File: config.mk
export PLATFORM = sky130hd
export DESIGN_NAME = if_id_ctrl_flat
export DESIGN_NICKNAME = d
export VERILOG_FILES = /design/src/rtl/mips_pkg.sv /design/src/rtl/if_id_ctrl_if.sv /design/src/rtl/if_id_ctrl_branch_offset_calc.sv /design/src/rtl/if_id_ctrl.sv /design/src/flat_wrapper.sv
export SDC_FILE = /design/constraint.sdc
export NUM_CORES = 1
export LEC_CHECK = 0
export CAP_MARGIN = 25
export CORE_ASPECT_RATIO = 0.6
export CORE_MARGIN = 4
export CORE_UTILIZATION = 41
export CTS_CLUSTER_DIAMETER = 120
export DETAILED_ROUTE_END_ITERATION = 8
export GPL_TIMING_DRIVEN = 1
export PLACE_DENSITY_LB_ADDON = 0.25
export SYNTH_ARGS = -nofsm -noshare
export SYNTH_HDL_FRONTEND = slang
export SYNTH_SLANG_ARGS = --single-unit
export TNS_END_PERCENT = 30
File: constraint.sdc
create_clock -name clk -period 5.73 [get_ports clk]
set_clock_uncertainty 0.15 [all_clocks]
set_input_delay 0.8595 -clock clk [delete_from_list [all_inputs] [get_ports clk]]
set_output_delay 0.8595 -clock clk [all_outputs]
set_load 0.02 [all_outputs]
File: src/rtl/mips_pkg.sv
// Shared fetch/decode definitions: opcode constants, fetch-control states and datapath widths.
package mips_pkg;

   localparam int PC_W    = 8;
   localparam int INSTR_W = 16;
   localparam int OFF_W   = 6;

   localparam logic [3:0] OP_BEQZ = 4'hC;
   localparam logic [3:0] OP_BNEZ = 4'hD;
   localparam logic [3:0] OP_BR   = 4'hE;
   localparam logic [3:0] OP_HALT = 4'hF;

   typedef enum logic [1:0] {
      BOOT  = 2'd0,
      RUN   = 2'd1,
      FLUSH = 2'd2,
      HALT  = 2'd3
   } fetch_state_e;

endpackage

File: src/rtl/if_id_ctrl_if.sv
// Fetch <-> IF/ID control bus. The slave side is the controller; the master side is the fetch stage.
// IF_ID_BRANCH_STATS_EN adds the taken/squash statistics counters to the bus.
interface if_id_ctrl_if;

   logic [mips_pkg::PC_W-1:0]    pc;
   logic [mips_pkg::INSTR_W-1:0] instr;
   logic                         zero_flag;
   logic                         id_stall;
   logic                         instr_fetch_enable;
   logic                         branch_enable;
   logic [mips_pkg::OFF_W-1:0]   imm_branch_offset;
   logic                         id_valid;
   logic [mips_pkg::PC_W-1:0]    id_pc;
   logic [mips_pkg::INSTR_W-1:0] id_instr;
   logic                         halted;
   logic                         branch_range_err;
`ifdef IF_ID_BRANCH_STATS_EN
   logic [15:0]                  taken_cnt;
   logic [15:0]                  squash_cnt;
`endif

   modport slave (
      input  pc, instr, zero_flag, id_stall,
      output instr_fetch_enable, branch_enable, imm_branch_offset,
      output id_valid, id_pc, id_instr, halted, branch_range_err
`ifdef IF_ID_BRANCH_STATS_EN
      , output taken_cnt, squash_cnt
`endif
   );

   modport master (
      output pc, instr, zero_flag, id_stall,
      input  instr_fetch_enable, branch_enable, imm_branch_offset,
      input  id_valid, id_pc, id_instr, halted, branch_range_err
`ifdef IF_ID_BRANCH_STATS_EN
      , input taken_cnt, squash_cnt
`endif
   );

endinterface

File: src/rtl/if_id_ctrl_branch_offset_calc.sv
// Branch target to fetch-relative offset conversion, with a check that the offset fits in 6 signed bits.
module branch_offset_calc
   import mips_pkg::*;
(
   input  logic [PC_W-1:0]  id_pc_i,
   input  logic [OFF_W-1:0] imm6_i,
   input  logic [PC_W-1:0]  pc_i,
   output logic [OFF_W-1:0] offset_o,
   output logic             reachable_o
);

   logic [PC_W-1:0] target;
   logic [PC_W-1:0] diff;

   assign target = id_pc_i + PC_W'(1) + {{(PC_W-OFF_W){imm6_i[OFF_W-1]}}, imm6_i};
   assign diff   = target - pc_i;

   // The offset fits when the bits above the 6-bit sign are copies of it.
   assign reachable_o = (diff[7:5] == 3'b000) || (diff[7:5] == 3'b111);
   assign offset_o    = diff[OFF_W-1:0];

endmodule

File: src/rtl/if_id_ctrl.sv
// IF/ID register and fetch control: decode-stage branch resolution, one-slot squash, stall, HALT.
// Define IF_ID_BRANCH_STATS_EN to add saturating taken-branch and squash counters.
module if_id_ctrl
   import mips_pkg::*;
(
   input logic         clk,
   input logic         rst,
   if_id_ctrl_if.slave bus
);

   fetch_state_e       state_q, state_d;
   logic               fetched_q;
   logic               idValid_q, idValid_d;
   logic [PC_W-1:0]    idPc_q, idPc_d;
   logic [INSTR_W-1:0] idInstr_q, idInstr_d;

   logic [3:0]       opcode;
   logic [OFF_W-1:0] offset;
   logic             reachable;
   logic             taken;
   logic             haltInId;
   logic             fetchEn;
   logic             branchEn;
   logic             rangeErr;

   assign opcode   = idInstr_q[15:12];
   assign haltInId = idValid_q && (opcode == OP_HALT);

   branch_offset_calc uOffsetCalc (
      .id_pc_i     (idPc_q),
      .imm6_i      (idInstr_q[OFF_W-1:0]),
      .pc_i        (bus.pc),
      .offset_o    (offset),
      .reachable_o (reachable)
   );

   always_comb begin
      taken = 1'b0;
      case (opcode)
         OP_BEQZ: taken = idValid_q && bus.zero_flag;
         OP_BNEZ: taken = idValid_q && !bus.zero_flag;
         OP_BR:   taken = idValid_q;
         default: taken = 1'b0;
      endcase
   end

   always_comb begin
      state_d   = state_q;
      fetchEn   = 1'b0;
      branchEn  = 1'b0;
      rangeErr  = 1'b0;
      idValid_d = idValid_q;
      idPc_d    = idPc_q;
      idInstr_d = idInstr_q;

      case (state_q)
         BOOT: begin
            fetchEn = 1'b1;
            state_d = RUN;
         end
         RUN: begin
            fetchEn = !bus.id_stall;
            if (!bus.id_stall && haltInId) begin
               fetchEn = 1'b0;
               state_d = HALT;
            end else if (!bus.id_stall && taken) begin
               if (reachable) begin
                  branchEn = 1'b1;
                  state_d  = FLUSH;
               end else begin
                  rangeErr = 1'b1;
               end
            end
         end
         FLUSH: begin
            fetchEn = 1'b1;
            state_d = RUN;
         end
         HALT: begin
            fetchEn = 1'b0;
         end
         default: state_d = BOOT;
      endcase

      // A redirect squashes the sequential slot now on the bus; HALT freezes ID for good.
      if (state_q != HALT) begin
         if ((state_d == HALT) || branchEn) begin
            idValid_d = 1'b0;
         end else if (fetched_q && !bus.id_stall) begin
            idValid_d = 1'b1;
            idPc_d    = bus.pc;
            idInstr_d = bus.instr;
         end
      end
   end

   // Reset counts as an issued fetch of pc 0, so BOOT's slot lands in ID straight away.
   always_ff @(posedge clk or negedge rst) begin
      if (!rst) begin
         state_q   <= BOOT;
         fetched_q <= 1'b1;
         idValid_q <= 1'b0;
         idPc_q    <= '0;
         idInstr_q <= '0;
      end else begin
         state_q   <= state_d;
         fetched_q <= fetchEn;
         idValid_q <= idValid_d;
         idPc_q    <= idPc_d;
         idInstr_q <= idInstr_d;
      end
   end

   assign bus.instr_fetch_enable = fetchEn;
   assign bus.branch_enable      = branchEn;
   assign bus.imm_branch_offset  = branchEn ? offset : '0;
   assign bus.id_valid           = idValid_q;
   assign bus.id_pc              = idPc_q;
   assign bus.id_instr           = idInstr_q;
   assign bus.halted             = (state_q == HALT);
   assign bus.branch_range_err   = rangeErr;

`ifdef IF_ID_BRANCH_STATS_EN
   logic [15:0] takenCnt_q;
   logic [15:0] squashCnt_q;

   always_ff @(posedge clk or negedge rst) begin
      if (!rst) begin
         takenCnt_q  <= '0;
         squashCnt_q <= '0;
      end else begin
         if (branchEn && (takenCnt_q != 16'hFFFF)) begin
            takenCnt_q <= takenCnt_q + 16'd1;
         end
         if ((state_q == FLUSH) && (squashCnt_q != 16'hFFFF)) begin
            squashCnt_q <= squashCnt_q + 16'd1;
         end
      end
   end

   assign bus.taken_cnt  = takenCnt_q;
   assign bus.squash_cnt = squashCnt_q;
`endif

endmodule

File: src/flat_wrapper.sv
// flat-port wrapper written by rule: the top's interface ports become plain ports
module if_id_ctrl_flat import mips_pkg::*;
  (clk, rst, bus_pc, bus_instr, bus_zero_flag, bus_id_stall, bus_instr_fetch_enable, bus_branch_enable, bus_imm_branch_offset, bus_id_valid, bus_id_pc, bus_id_instr, bus_halted, bus_branch_range_err);
  if_id_ctrl_if bus_i ();
  input logic clk;
  input logic rst;
  input wire logic [$bits(bus_i.pc)-1:0] bus_pc;
  input wire logic [$bits(bus_i.instr)-1:0] bus_instr;
  input wire logic [$bits(bus_i.zero_flag)-1:0] bus_zero_flag;
  input wire logic [$bits(bus_i.id_stall)-1:0] bus_id_stall;
  output wire logic [$bits(bus_i.instr_fetch_enable)-1:0] bus_instr_fetch_enable;
  output wire logic [$bits(bus_i.branch_enable)-1:0] bus_branch_enable;
  output wire logic [$bits(bus_i.imm_branch_offset)-1:0] bus_imm_branch_offset;
  output wire logic [$bits(bus_i.id_valid)-1:0] bus_id_valid;
  output wire logic [$bits(bus_i.id_pc)-1:0] bus_id_pc;
  output wire logic [$bits(bus_i.id_instr)-1:0] bus_id_instr;
  output wire logic [$bits(bus_i.halted)-1:0] bus_halted;
  output wire logic [$bits(bus_i.branch_range_err)-1:0] bus_branch_range_err;
  assign bus_i.pc = bus_pc;
  assign bus_i.instr = bus_instr;
  assign bus_i.zero_flag = bus_zero_flag;
  assign bus_i.id_stall = bus_id_stall;
  assign bus_instr_fetch_enable = bus_i.instr_fetch_enable;
  assign bus_branch_enable = bus_i.branch_enable;
  assign bus_imm_branch_offset = bus_i.imm_branch_offset;
  assign bus_id_valid = bus_i.id_valid;
  assign bus_id_pc = bus_i.id_pc;
  assign bus_id_instr = bus_i.id_instr;
  assign bus_halted = bus_i.halted;
  assign bus_branch_range_err = bus_i.branch_range_err;
  if_id_ctrl u_core (.clk(clk), .rst(rst), .bus(bus_i));
endmodule
-- Yosys cells after proc, flatten, opt, wreduce, memory -nomap -nowiden
Cells that the tools add are included.
- bits in registers: 28
- output and inout port bits: 35
- bits of input ports: 28
- logic and storage cells: 53
- equality and inequality tests: 10
- muxes and demuxes: 18
- $add $sub $neg: 3
- bitwise logic cells: 1
- reductions and logical operators: 16
- operators with widths (kind ; number):
    $eq 4x4->1 const B ; 4
    $mux 1 ; 11
    $add 8x1->8 const B ; 1
    $add 8x8->8 ; 1
    $sub 8x8->8 ; 1
    $eq 2x2->1 const B ; 3
    $logic_and 1x1->1 ; 6
    $mux 2 ; 3
    $mux 6 ; 1
    $pmux 1 s3 ; 2
    $pmux 2 s2 ; 1
    $eq 3x3->1 const B ; 1
    $logic_not 3->1 ; 1
    $reduce_and 3->1 ; 1
    $eq 2x1->1 const B ; 1
    $logic_not 1->1 ; 2
    $logic_not 2->1 ; 1
    $logic_or 1x1->1 ; 2
    $ne 2x2->1 const B ; 1
    $reduce_and 2->1 ; 1
    $reduce_bool 2->1 ; 1
    $reduce_or 2->1 ; 1
    $not 1->1 ; 1

-- Logic depth before layout (Yosys ltp)
- depth in word-level cells: 13
- mapped depth: 13
- mapped depth without buffers: 10

-- Modules after synthesis
Synthesis repeated with hierarchy kept, for this count alone.
- cells, all modules: 156
- area total of the unflattened synthesis: 1766.7 um^2
- modules (own cells, without submodules) (module ; seq. area each (um^2) ; times used ; cells an instance ; area an instance (um^2)):
    if_id_ctrl ; 701.9 ; 1 ; 83 ; 1182.4
    branch_offset_calc ; 0.0 ; 1 ; 73 ; 584.3

-- Worst setup path before layout
No wires, ideal clock.
- path kind: input-to-output
- start point: input bus_pc[4]
- end point: output bus_imm_branch_offset[2]
- required time: 4720 ps
- cell stages on the path: 10
- path buffers: 1
- arrival: 3599 ps
- setup slack: 1122 ps
- cell sequence: fa_1 -> inv_1 -> ha_1 -> a211oi_1 -> nor2_1 -> o31a_1 -> nor4_1 -> nor2_1 -> buf_2 -> nor4_1
- word-level cells in the longest chain between the ends: 8
- elaborated cells between the ends (all ways): 9
- those cells by class: 1 x add/sub; 1 x eq/ne; 5 x mux; 2 x reduce/logical
- ends and longest elaborated chain (element ; line ; text):
    start, declared ; flat_wrapper.sv:7 ; input wire logic [$bits(bus_i.pc)-1:0] bus_pc;
    $sub 8x8->8 * ; if_id_ctrl_branch_offset_calc.sv:16 ; assign diff = target - pc_i;
    $eq 3x3->1 / $logic_not 3->1 (equally long branches) ; if_id_ctrl_branch_offset_calc.sv:19 ; assign reachable_o = (diff[7:5] == 3'b000) || (diff[7:5] == 3'b111);
    $logic_or 1x1->1 * ; if_id_ctrl_branch_offset_calc.sv:19 ;
    $mux 1 * ; if_id_ctrl.sv:67 ; if (reachable) begin
    $mux 1 * ; if_id_ctrl.sv:66 ; end else if (!bus.id_stall && taken) begin
    $mux 1 * ; if_id_ctrl.sv:63 ; if (!bus.id_stall && haltInId) begin
    $mux 1 * ; if_id_ctrl.sv:56 ; case (state_q)
    $mux 6 * ; if_id_ctrl.sv:116 ; assign bus.imm_branch_offset = branchEn ? offset : '0;
    end, declared ; flat_wrapper.sv:13 ; output wire logic [$bits(bus_i.imm_branch_offset)-1:0] bus_imm_branch_offset;
Every way passes the cells marked *; elsewhere a longest branch is shown, timed or not.

-- Worst setup path after layout
- start point: input bus_pc[3]
- end point: output bus_imm_branch_offset[4]
- word-level cells in the longest chain between the ends: 8
- elaborated cells between the ends (all ways): 9
- those cells by class: 1 x add/sub; 1 x eq/ne; 5 x mux; 2 x reduce/logical
- ends and longest elaborated chain (element ; line):
    $sub 8x8->8 * ; if_id_ctrl_branch_offset_calc.sv:16
    $eq 3x3->1 / $logic_not 3->1 (equally long branches) ; if_id_ctrl_branch_offset_calc.sv:19
    $logic_or 1x1->1 ; if_id_ctrl_branch_offset_calc.sv:19
    $mux 1 ; if_id_ctrl.sv:67
    $mux 1 ; if_id_ctrl.sv:66
    $mux 1 ; if_id_ctrl.sv:63
    $mux 1 ; if_id_ctrl.sv:56
    $mux 6 * ; if_id_ctrl.sv:116
Marked as above.

==> impl.org <==
** Detailed routing
- For this run, design rule violations remaining after detail routing come to 0.
- In the final routed layout, each cell accounts on average for around 16 microns.
- For this run, the detailed router's first-pass iteration total came to 5.
- DR vias :: 2223
- Total wire length :: between 6000 and 7000 microns
- Detailed Route Iter0 Violations :: between 100 and 150
- Using the TritonRoute via totals, the vias-per-cell ratio works out to about 5.8.
- Number of antenna-violating nets in the routed design :: 0

** Critical path
- Largest fanout on the critical path :: 8
- The worst setup path is captured at a primary output.
- For the worst setup path, the data required time is between 4 and 5 ns.
- The critical path ends at bus_imm_branch_offset[4].
- The worst setup path is of the in -> out kind.
- In this run the worst setup path begins at bus_pc[3].
- For this run, the slowest stage of the critical path takes about 0.6 ns.
- The critical path contains buffers and inverters numbering 3 combined.
- The worst setup path is launched from an input pin.
- Chain of cells forming the critical path :: clkdlybuf4s50_1 > fa_1 > inv_1 > ha_1 > a21oi_1 > o221ai_1 > a211oi_1 > o211ai_1 > a21oi_4 > and3_1 > clkdlybuf4s50_1
- In this run the critical register-to-register path is captured at u_core.bus.id_instr[15].
- CP delay by family, top :: compound AO/OA/AOI/OAI gates
- STA puts the critical path data arrival time at between 4 and 5 ns.
- Among the stages of the critical path, the cell type that occurs most often is sky130_fd_sc_hd__clkdlybuf4s50_1.
- Among all stages on the critical path, the largest delay is contributed by sky130_fd_sc_hd__clkdlybuf4s50_1.
- Source of the worst register-to-register timing path :: u_core.bus.id_instr[5]
- For flop-to-flop paths, the worst setup slack is around 2.2 ns.
- Total stage count of the critical path :: 11
- Measured in cells, the most critical reg-to-reg path has a length of 11.

** GRT
- Sum of overflow across all layers after global routing :: 0
- Number of global-route vias before repair :: ~2200
- The first global-routing pass estimated between 10000 and 15000 microns of wire.
- The number of antenna violations at the first check in global routing came to 0.
- Total global-route track usage :: between 20 and 25%
- Entering global routing, the biggest net connects 37 pins.

** Layout
- Most frequent standard cell in the layout excluding fill and tap cells :: sky130_fd_sc_hd__clkdlybuf4s50_1
- From synthesis to final layout, the design area changed by 32.4%.
- At the end of the flow, the number of nets in the layout was about 360.
- Diode count :: 0
- Top library cells by usage in the layout, fill and taps aside :: 62 x sky130_fd_sc_hd__clkdlybuf4s50_1, 28 x sky130_fd_sc_hd__inv_1, 27 x sky130_fd_sc_hd__dfrtp_1
- Layout cells sized above 1 :: under 10%

** Synth
- For this run, the leading register cell type out of synthesis is sky130_fd_sc_hd__dfrtp_1.
- Yosys mapped the design onto 43 distinct sky130hd cell types.
- During synthesis, Yosys emitted a total of 0 warnings.
- The share of the Yosys chip area taken by registers is 31.4%.
- Synthesized instance count :: 264
- In this run the cell area of the synthesized design comes to between 2000 and 2500 sq um.
- Syn_nets :: about 300
- Fraction of synthesized area in multiplexers :: 0%
- Synthesis inferred 28 register bits.
- Summing the areas of all xor and xnor instances in the mapped netlist gives 1.96% of the synthesized area.
- After Yosys synthesis, full adders, half adders and majority gates account for between 10% and 20% of the synthesized area.
- Simple-gate area share of the yosys netlist :: 23.5%
- Async S/R FF share, synth :: 100%
- Synthesized-area fraction occupied by ao, oa, aoi and oai cells :: a little under a quarter
- The synthesized design contains 0 enable-type register cells.
- Average instance area after synthesis :: around 8.5 sq um
- By area, the combinational part of the netlist is dominated by simple AND/OR/NAND/NOR gates.

** Clock tree
- TritonCTS created 3 clock buffers.
- Sink count of the clock tree :: 28
- Clock tree from TritonCTS :: yes
- The longest clock path from root to sink contains 2 buffers.
- Post_cts resized :: 0
- Clock tree synthesis selected as its root buffer the cell sky130_fd_sc_hd__clkbuf_8.
- Clock H-tree levels :: 1
- In this run, post-CTS hold repair placed 0 buffers.
- At the later pin of the worst-skew pair, clock insertion delay measures between 0.2 and 0.3 ns.
- After clock tree synthesis, the setup repair step added 0 buffers.
- Clock-pin slew was measured on the worst setup and hold paths at approximately 0.09 ns.

** Status
- The run finished with clean final reports.

** Worst hold path
- The path class of the tightest hold or removal check is reg -> reg.
- Hold Startpoint :: u_core.bus.id_instr[14]

** Timing
- Across all setup checks in the final design, the least slack found is 0.306 ns.
- Final setup violating endpoints :: 0
- Setup repair after global routing left no endpoint under its margin.
- The worst pin sits at a relative slew slack of 58.6%.
- The hold violation total from the final report was 0.
- Pin slew with the least headroom to its limit :: 0.619 ns
- For the finished layout, the period the worst path requires is about 5.4 ns.
- On the final layout, the worst hold slack is around 0.4 ns.
- Derived from the worst setup path, the maximum achievable clock frequency is roughly 180 MHz.
- In the finished design, the share of the clock period the worst path needs comes to a little over nine tenths.
- After routing, the total negative slack on setup checks comes to 0 ns.
- The final count of pins violating max slew came to 0.

** Floorplanning
- Die X :: a little over 100 microns
- DIE AREA :: 6740 sq um
- Boundary pin count :: between 60 and 70
- The floorplan step defined a core boundary enclosing roughly 5200 sq um.
- Initial Utilization :: ~43%
- Row generation in the floorplan step produced 20 rows.
- Vertical die dimension :: between 60 and 70 microns

** Placed design
- Routability-driven placement finished with a final weighted congestion of roughly 0.84.
- DPL Wire Length :: 4630 microns
- Timing analysis after detailed placement gives a worst setup slack of around 0.33 ns.
- Port Buf Inserts :: 62

** Run
- Maximum Capacitance Violations :: 0
how the worst min path moves through the flow:
stage / to / slack, ns / depth (start not counted)
global route: u_core.bus.id_instr[9] / 0.44 / 2
CTS: u_core.bus.id_instr[14] / 0.38 / 2
detailed placement: u_core.bus.id_instr[14] / 0.36 / 2
floorplan: u_core.bus.id_valid / 0.40 / 2
finish: u_core.bus.id_instr[14] / 0.39 / 2
global placement: u_core.bus.id_instr[14] / 0.34 / 2
cells by family after synthesis:
group	count (synthesis)
xor gates and xnor gates	5
DFF	28
and+or+nand+nor	95
adders and majority gates	14
AOI/OAI and AO/OA	73
buffers and inverters	49
per-stage QoR:
step	cells	util [%]	instance area [sq um]
6_report	382	57.2	2960
5_1_grt	382	57.2	2960
4_1_cts	382	57.2	2960
3_5_place_dp	378	56.3	2920
3_3_place_gp	377	55.8	2890
2_1_floorplan	264	-	2240
synth_stat cells, drive strengths merged (4+ instances only):
cell type	n	area, sq um
a211oi	4	35.0
a21oi	15	86.3
a31oi	13	81.3
and3	12	75.1
buf	9	63.8
clkbuf	12	45.0
dfrtp	27	676
fa	7	140
ha	7	87.6
inv	28	105
nand2	14	52.6
nand2b	6	37.5
nand3	4	20.0
nand4	23	144
nor2	19	71.3
nor3	5	25.0
o211ai	11	82.6
o21ai	5	25.0
o311ai	13	114
worst reg2reg max path, stage by stage (launching register included):
cell	delay (ns)
sky130_fd_sc_hd__dfrtp_1	0.42
sky130_fd_sc_hd__inv_1	0.14
sky130_fd_sc_hd__fa_1	0.54
sky130_fd_sc_hd__inv_1	0.04
sky130_fd_sc_hd__ha_1	0.38
sky130_fd_sc_hd__nand2b_1	0.16
sky130_fd_sc_hd__o221ai_1	0.12
sky130_fd_sc_hd__a211oi_1	0.50
sky130_fd_sc_hd__nor4_1	0.16
sky130_fd_sc_hd__nor2_2	0.32
sky130_fd_sc_hd__buf_4	0.28
sky130_fd_sc_hd__o221ai_1	0.15
registers in the layout (all words and copies together) (netlist names):
name and cells:
u_core.bus.id_instr 16, u_core.fetched_q 1, u_core.bus.id_pc 8, u_core.bus.id_valid 1, u_core.state_q 2
layer usage:
| layer | track usage [%] | up-vias | share of wire [%] |
|---|---|---|---|
| met3 | 4.24 | 2 | 6.6 |
| met2 | 28.7 | 77 | 43 |
| met5 | 0 | - | 0 |
| met1 | 31.3 | 1060 | 50 |
| met4 | 2.75 | 0 | 0.22 |
| li1 | - | 1084 | - |
final cells by class:
| cell class | instances | area, sq um |
|---|---|---|
| multi-input combinational | 187 | 1340 |
| fill | 480 | 2220 |
| clock buffer | 4 | 45.0 |
| sequential | 28 | 702 |
| timing repair buffer | 69 | 693 |
| inverter | 28 | 105 |
| tap | 66 | 82.6 |
Power is left out: the tool's default activity adds up to more than one toggle a clock period on the data nets, which glitch-free logic cannot reach.
==> RTL edit 1: new RTL, same settings <==
The 4 states of `fetch_state_e` get a one-hot encoding in 4 bits.
--- a/src/rtl/mips_pkg.sv
+++ b/src/rtl/mips_pkg.sv
@@ -12,7 +12,7 @@
 
-   typedef enum logic [1:0] {
-      BOOT  = 2'd0,
-      RUN   = 2'd1,
-      FLUSH = 2'd2,
-      HALT  = 2'd3
+   typedef enum logic [3:0] {
+      BOOT  = 4'b0001,
+      RUN   = 4'b0010,
+      FLUSH = 4'b0100,
+      HALT  = 4'b1000
    } fetch_state_e;
Function: same outputs for any inputs over 10 cycles, from zero or initial values and one cycle with rst low; not proved beyond that.
==> RTL edit 1 against the unedited design <==
  * First-iteration DRC count is 50% lower
  * Area after synthesis down 12%
  * Worst setup slack better by 0.038 ns
  * Count of clock-buffer cells in the layout increased by 3
  * Global-route usage fell by 5.3 points
  * Wire length down 33%
  * Cell area fell by 7.6%
  * Sequential cell count increased by 2
  * Highest routed layer unchanged
==> RTL edit 1: results (changes against the unedited design) <==
Final Hold Fails = 0 (unchanged)
drt pass-1 iters = 4 (-1)
Root Buffer = clkbuf_8
worst-case clock buffer depth = 2 (unchanged)
warnings from Yosys = 0 (unchanged)
largest net degree at the start of global routing = 31 (-16%)
Post-CTS Setup Repair Bufs = 0 (unchanged)
initial antenna violation count = 0 (unchanged)
max FFs per register = 16 (unchanged)
post-synthesis cell count = 173 (-34%)
ys async rst share = 1.000 (unchanged)
routed vias = 1432 (-36%)
share of cells above drive strength 1 = 0.1852 (+0.1251)
peak supply drop = 0.3436 mV
Wirelength per Cell = 13.79 um (-16%)
Final GP Congestion = 0.7977 (-5.0%)
outcome = finished clean
nets@finish = 284 (-21%)
dpl cells = 298 (-21%)
slew margin rel. = 0.5847 (-0.001635)
post-cts gate resize count = 0 (unchanged)
vias per inst = 4.680 (-20%)
min-delay worst type = reg2reg
initial drt markers = 72 (-50%)
vias in the first global route = 1347 (-38%)
Arr. time, crit path = 4.38 ns (-0.03 ns)
post-synth cell types = 44 (+2.3%)
H-tree depth = 2 (+1)
main area contributors after synthesis = dfrtp_1 35%, mux2_4 15%, fa_1 7.1%
clock-pin slew on the worst setup and hold paths = 0.06 ns (-0.03 ns)
FILL cells = 403 (-16%)
Worst Path Max Fanout = 6 (-2)
Final HPWL DP = 3301 um (-29%)
first-pass GRT wire length = 6837 um (-38%)
TritonCTS buffer count = 5 (+2)
PortBufs = 62 (unchanged)
GRT Overall Usage = 0.1480 (-0.05270)
n_diodes = 0 (unchanged)
Post-Place Worst Slack = 0.3225 ns (-0.01097 ns)
post-synthesis sequential area ratio = 0.3815 (+0.06774)
top cell types by occurrence after synthesis = 29 x inv_1, 28 x dfrtp_1, 20 x mux2_4
Synthesized Nets = 215 (-30%)
clk_lat worst skew = 0.28 ns (about the same)
leakage power = 1.248 nW
RTL edit 1: changes by cell type in the layout (fill, tap and decap cells not counted), sizes merged, moves of 10 or more:
cell and delta:
nand4 -22, o311ai -13, and3 -11, a21oi -10, a31oi -13, mux2 +24
RTL edit 1: power breakdown:
part           internal, W  switching [W]
Sequential        0.000321      0.0000818
Combinational     0.000731       0.000724
Clock            0.0000968      0.0000795
RTL edit 1: path summary, 6_finish.rpt:
check | startpoint | depth (start not counted) | end | slack, ns
setup / recovery | bus_pc[4] | 11 | bus_branch_range_err | 0.34
hold / removal | u_core.bus.id_instr[6] | 1 | u_core.bus.id_instr[6] | 0.36
setup reg to reg | u_core.bus.id_instr[5] | 12 | u_core.bus.id_instr[5] | 1.74
hold reg to reg | u_core.bus.id_instr[6] | 1 | u_core.bus.id_instr[6] | 0.36
max in group asynchronous | rst | 2 | u_core.fetched_q | 4.30
min in group asynchronous | rst | 2 | u_core.state_q[2] | 0.82
RTL edit 1: logic make-up after synthesis:
group,count (synthesis),synth area share
buf+inv,33,0.08365
simple gates,44,0.1299
fa+ha+maj,14,0.1153
mux,24,0.1749
flops,30,0.3815
xor+xnor,5,0.02218
compound gates,23,0.09252
RTL edit 1: cell type report:
type,count,area (um^2),area share
multi-input cells,110,1056,0.3856
flip-flops and latches,30,753.2,0.2750
repair buffers,66,650.6,0.2376
inverters,29,108.9,0.03974
clock buffers,7,86.33,0.03152
well taps,63,78.83,0.02878
clock inverters,1,5.005,0.001827
RTL edit 1: per-stage QoR:
| step | power (W) | cell area, um^2 |
|---|---|---|
| global placement | 0.001844 | 2648 |
| floorplan | 0.001425 | 1974 |
| detailed placement | 0.001860 | 2648 |
| CTS | 0.002048 | 2739 |
| finish | 0.002034 | 2739 |
| global route | 0.002228 | 2739 |
RTL edit 1: layer usage:
layer,share of wire,up-vias,global-route usage
met3,0.073,4,0.05574
met1,0.52,658,0.2198
met2,0.40,45,0.1967
met4,0.0081,0,0.04734
li1,-,725,-
met5,0,-,0
RTL edit 1: critical path, stage by stage:
cell	delay (ns)
clkdlybuf4s50_1	0.45
fa_1	0.49
inv_1	0.04
ha_1	0.36
a211oi_1	0.26
nor2_1	0.09
or4_4	0.50
and4_1	0.25
or2_2	0.32
nor2b_1	0.15
clkdlybuf4s50_1	0.62
==> RTL edit 2: new RTL, same flow settings <==
Without the edit above. Change the package constant `INSTR_W` from 16 to 32.
--- a/src/rtl/mips_pkg.sv
+++ b/src/rtl/mips_pkg.sv
@@ -4,3 +4,3 @@
    localparam int PC_W    = 8;
-   localparam int INSTR_W = 16;
+   localparam int INSTR_W = 32;
    localparam int OFF_W   = 6;
Ports: changed (resized bus_id_instr and bus_instr); port bits go from 63 to 95. No check against the original RTL was run, so the function may have changed too.
==> RTL edit 2 against the unedited design <==
  * Worst setup slack lost 0.090 ns
  * Sequential cell count is 16 higher
  * First-iteration DRC count grew 78%
  * Area after synthesis rose by 41%
  * Wire length is 51% higher
  * Sequential share of layout area up 1.7 points
  * Cell area rose by 46%
  * Highest routed layer unchanged
Power is left out: the tool's default activity adds up to more than one toggle a clock period on the data nets, which glitch-free logic cannot reach.
==> RTL edit 2: results (changes against the unedited design) <==
outcome = finished clean
clock-pin slew on the worst setup and hold paths = 0.06 ns (-0.03 ns)
H-tree depth = 2 (+1)
clock buffer count = 6 (+2)
Final GP Congestion = 0.8884 (+5.7%)
first-pass GRT wire length = 15290 um (+40%)
bufs w/o clock = 105 (+52%)
post-synthesis sequential area ratio = 0.3504 (+0.03668)
buffering overhead = 0.2425 (+0.008542)
crit-path max cell delay = 0.63 ns (+0.03 ns)
top cell types by occurrence after synthesis = 53 x inv_1, 44 x nor2_1, 43 x dfrtp_1
dpl cells = 544 (+44%)
Worst Path Max Fanout = 11 (+3)
Root Buffer = clkbuf_16
initial drt markers = 254 (+78%)
Wirelength per Cell = 17.18 um (+4.5%)
Multi-input gate area = 1688 um^2 (+26%)
Arr. time, crit path = 4.50 ns (+0.09 ns)
vias per inst = 5.812 (-0.13%)
Period minus WS final = 5.514 ns (+0.08950 ns)
GRT Overall Usage = 0.2086 (+0.007905)
clk sink count = 44 (+57%)
main area contributors after synthesis = dfrtp_1 34%, o311ai_1 9.5%, nand4_1 7.8%
TritonCTS buffer count = 5 (+2)
largest net degree at the start of global routing = 116 (+210%)
Final HPWL DP = 6321 um (+37%)
Syn Area/Cell = 8.456 um^2 (-0.22%)
area grow syn2layout = 37.79%
Netlist Area Pre-Place = 3146 um^2 (+41%)
CP top delay family = simple AND/OR/NAND/NOR gates
max FFs per register = 32 (+16)
FILL cells = 666 (+39%)
nets@finish = 506 (+41%)
worst slew pin tran = 0.8576 ns (+0.2385 ns)
R2R setup slack = 1.96 ns (-0.26 ns)
Placed Area = 4138 um^2 (+42%)
routed vias = 3214 (+45%)
Post-CTS Setup Repair Bufs = 0 (unchanged)
Post-Place Worst Slack = 0.2087 ns (-0.1247 ns)
PortBufs = 94 (+52%)
min-delay worst type = in2async
CP max-delay cell = clkdlybuf4s50_1
Synthesized Nets = 430 (+41%)
share of cells above drive strength 1 = 0.06682 (+0.006689)
Logic inverters = 53 (+89%)
Multi-Input Combinational = 239 (+28%)
Clock buffers and inverters, area share = 0.03782 (+0.02261)
vias in the first global route = 3028 (+40%)
register fraction of the total cell area = 0.2543 (+0.01742)
hold slack = 0.3263 ns (-0.06237 ns)
==> RTL edit 2: changes by cell type in the layout (fill, tap and decap cells not counted), moves of 6 or more <==
| cell | unedited run | this run |
|---|---|---|
| a21oi_1 | 13 | 6 |
| a31oi_1 | 13 | 38 |
| and3_1 | 12 | 2 |
| clkdlybuf4s50_1 | 62 | 93 |
| dfrtp_1 | 27 | 43 |
| inv_1 | 28 | 53 |
| nand2_1 | 14 | 8 |
| nand4_1 | 23 | 39 |
| nor2_1 | 18 | 44 |
| o211ai_1 | 11 | 2 |
| o311ai_1 | 13 | 34 |
==> RTL edit 2: worst paths after layout <==
kind / startpoint / cells after the start / end
max in group asynchronous: rst / 2 / u_core.fetched_q
setup / recovery: bus_pc[6] / 11 / bus_imm_branch_offset[2]
hold reg to reg: u_core.bus.id_instr[14] / 2 / u_core.bus.id_instr[14]
setup reg to reg: u_core.bus.id_instr[5] / 11 / u_core.bus.id_pc[6]
hold / removal: rst / 1 / u_core.bus.id_pc[2]
min in group clk: u_core.bus.id_instr[14] / 2 / u_core.bus.id_instr[14]
==> RTL edit 2: per-layer routing <==
metal	routed length, um	share of wire	track usage
met2	4099	0.43	0.3100
met3	768	0.081	0.06899
met4	28	0.0029	0.02764
met5	0	0	0
met1	4604	0.48	0.3041
==> RTL edit 2: logic make-up (layout without fill, tap and decap cells) <==
family                     after synthesis  count (layout)  synth area share
adders and majority gates               14              14           0.07239
and+or+nand+nor                        117             117            0.1949
xor gates and xnor gates                 5               5           0.01392
DFF                                     44              44            0.3504
buffers and inverters                   89             166            0.1181
AOI/OAI and AO/OA                      103             103            0.2502
==> RTL edit 2: repair_timing <==
item,CTS,global route
hold buffers,0,0
resized for setup,0,1
hold endpoints to repair,0,0
setup endpoints to repair,0,1
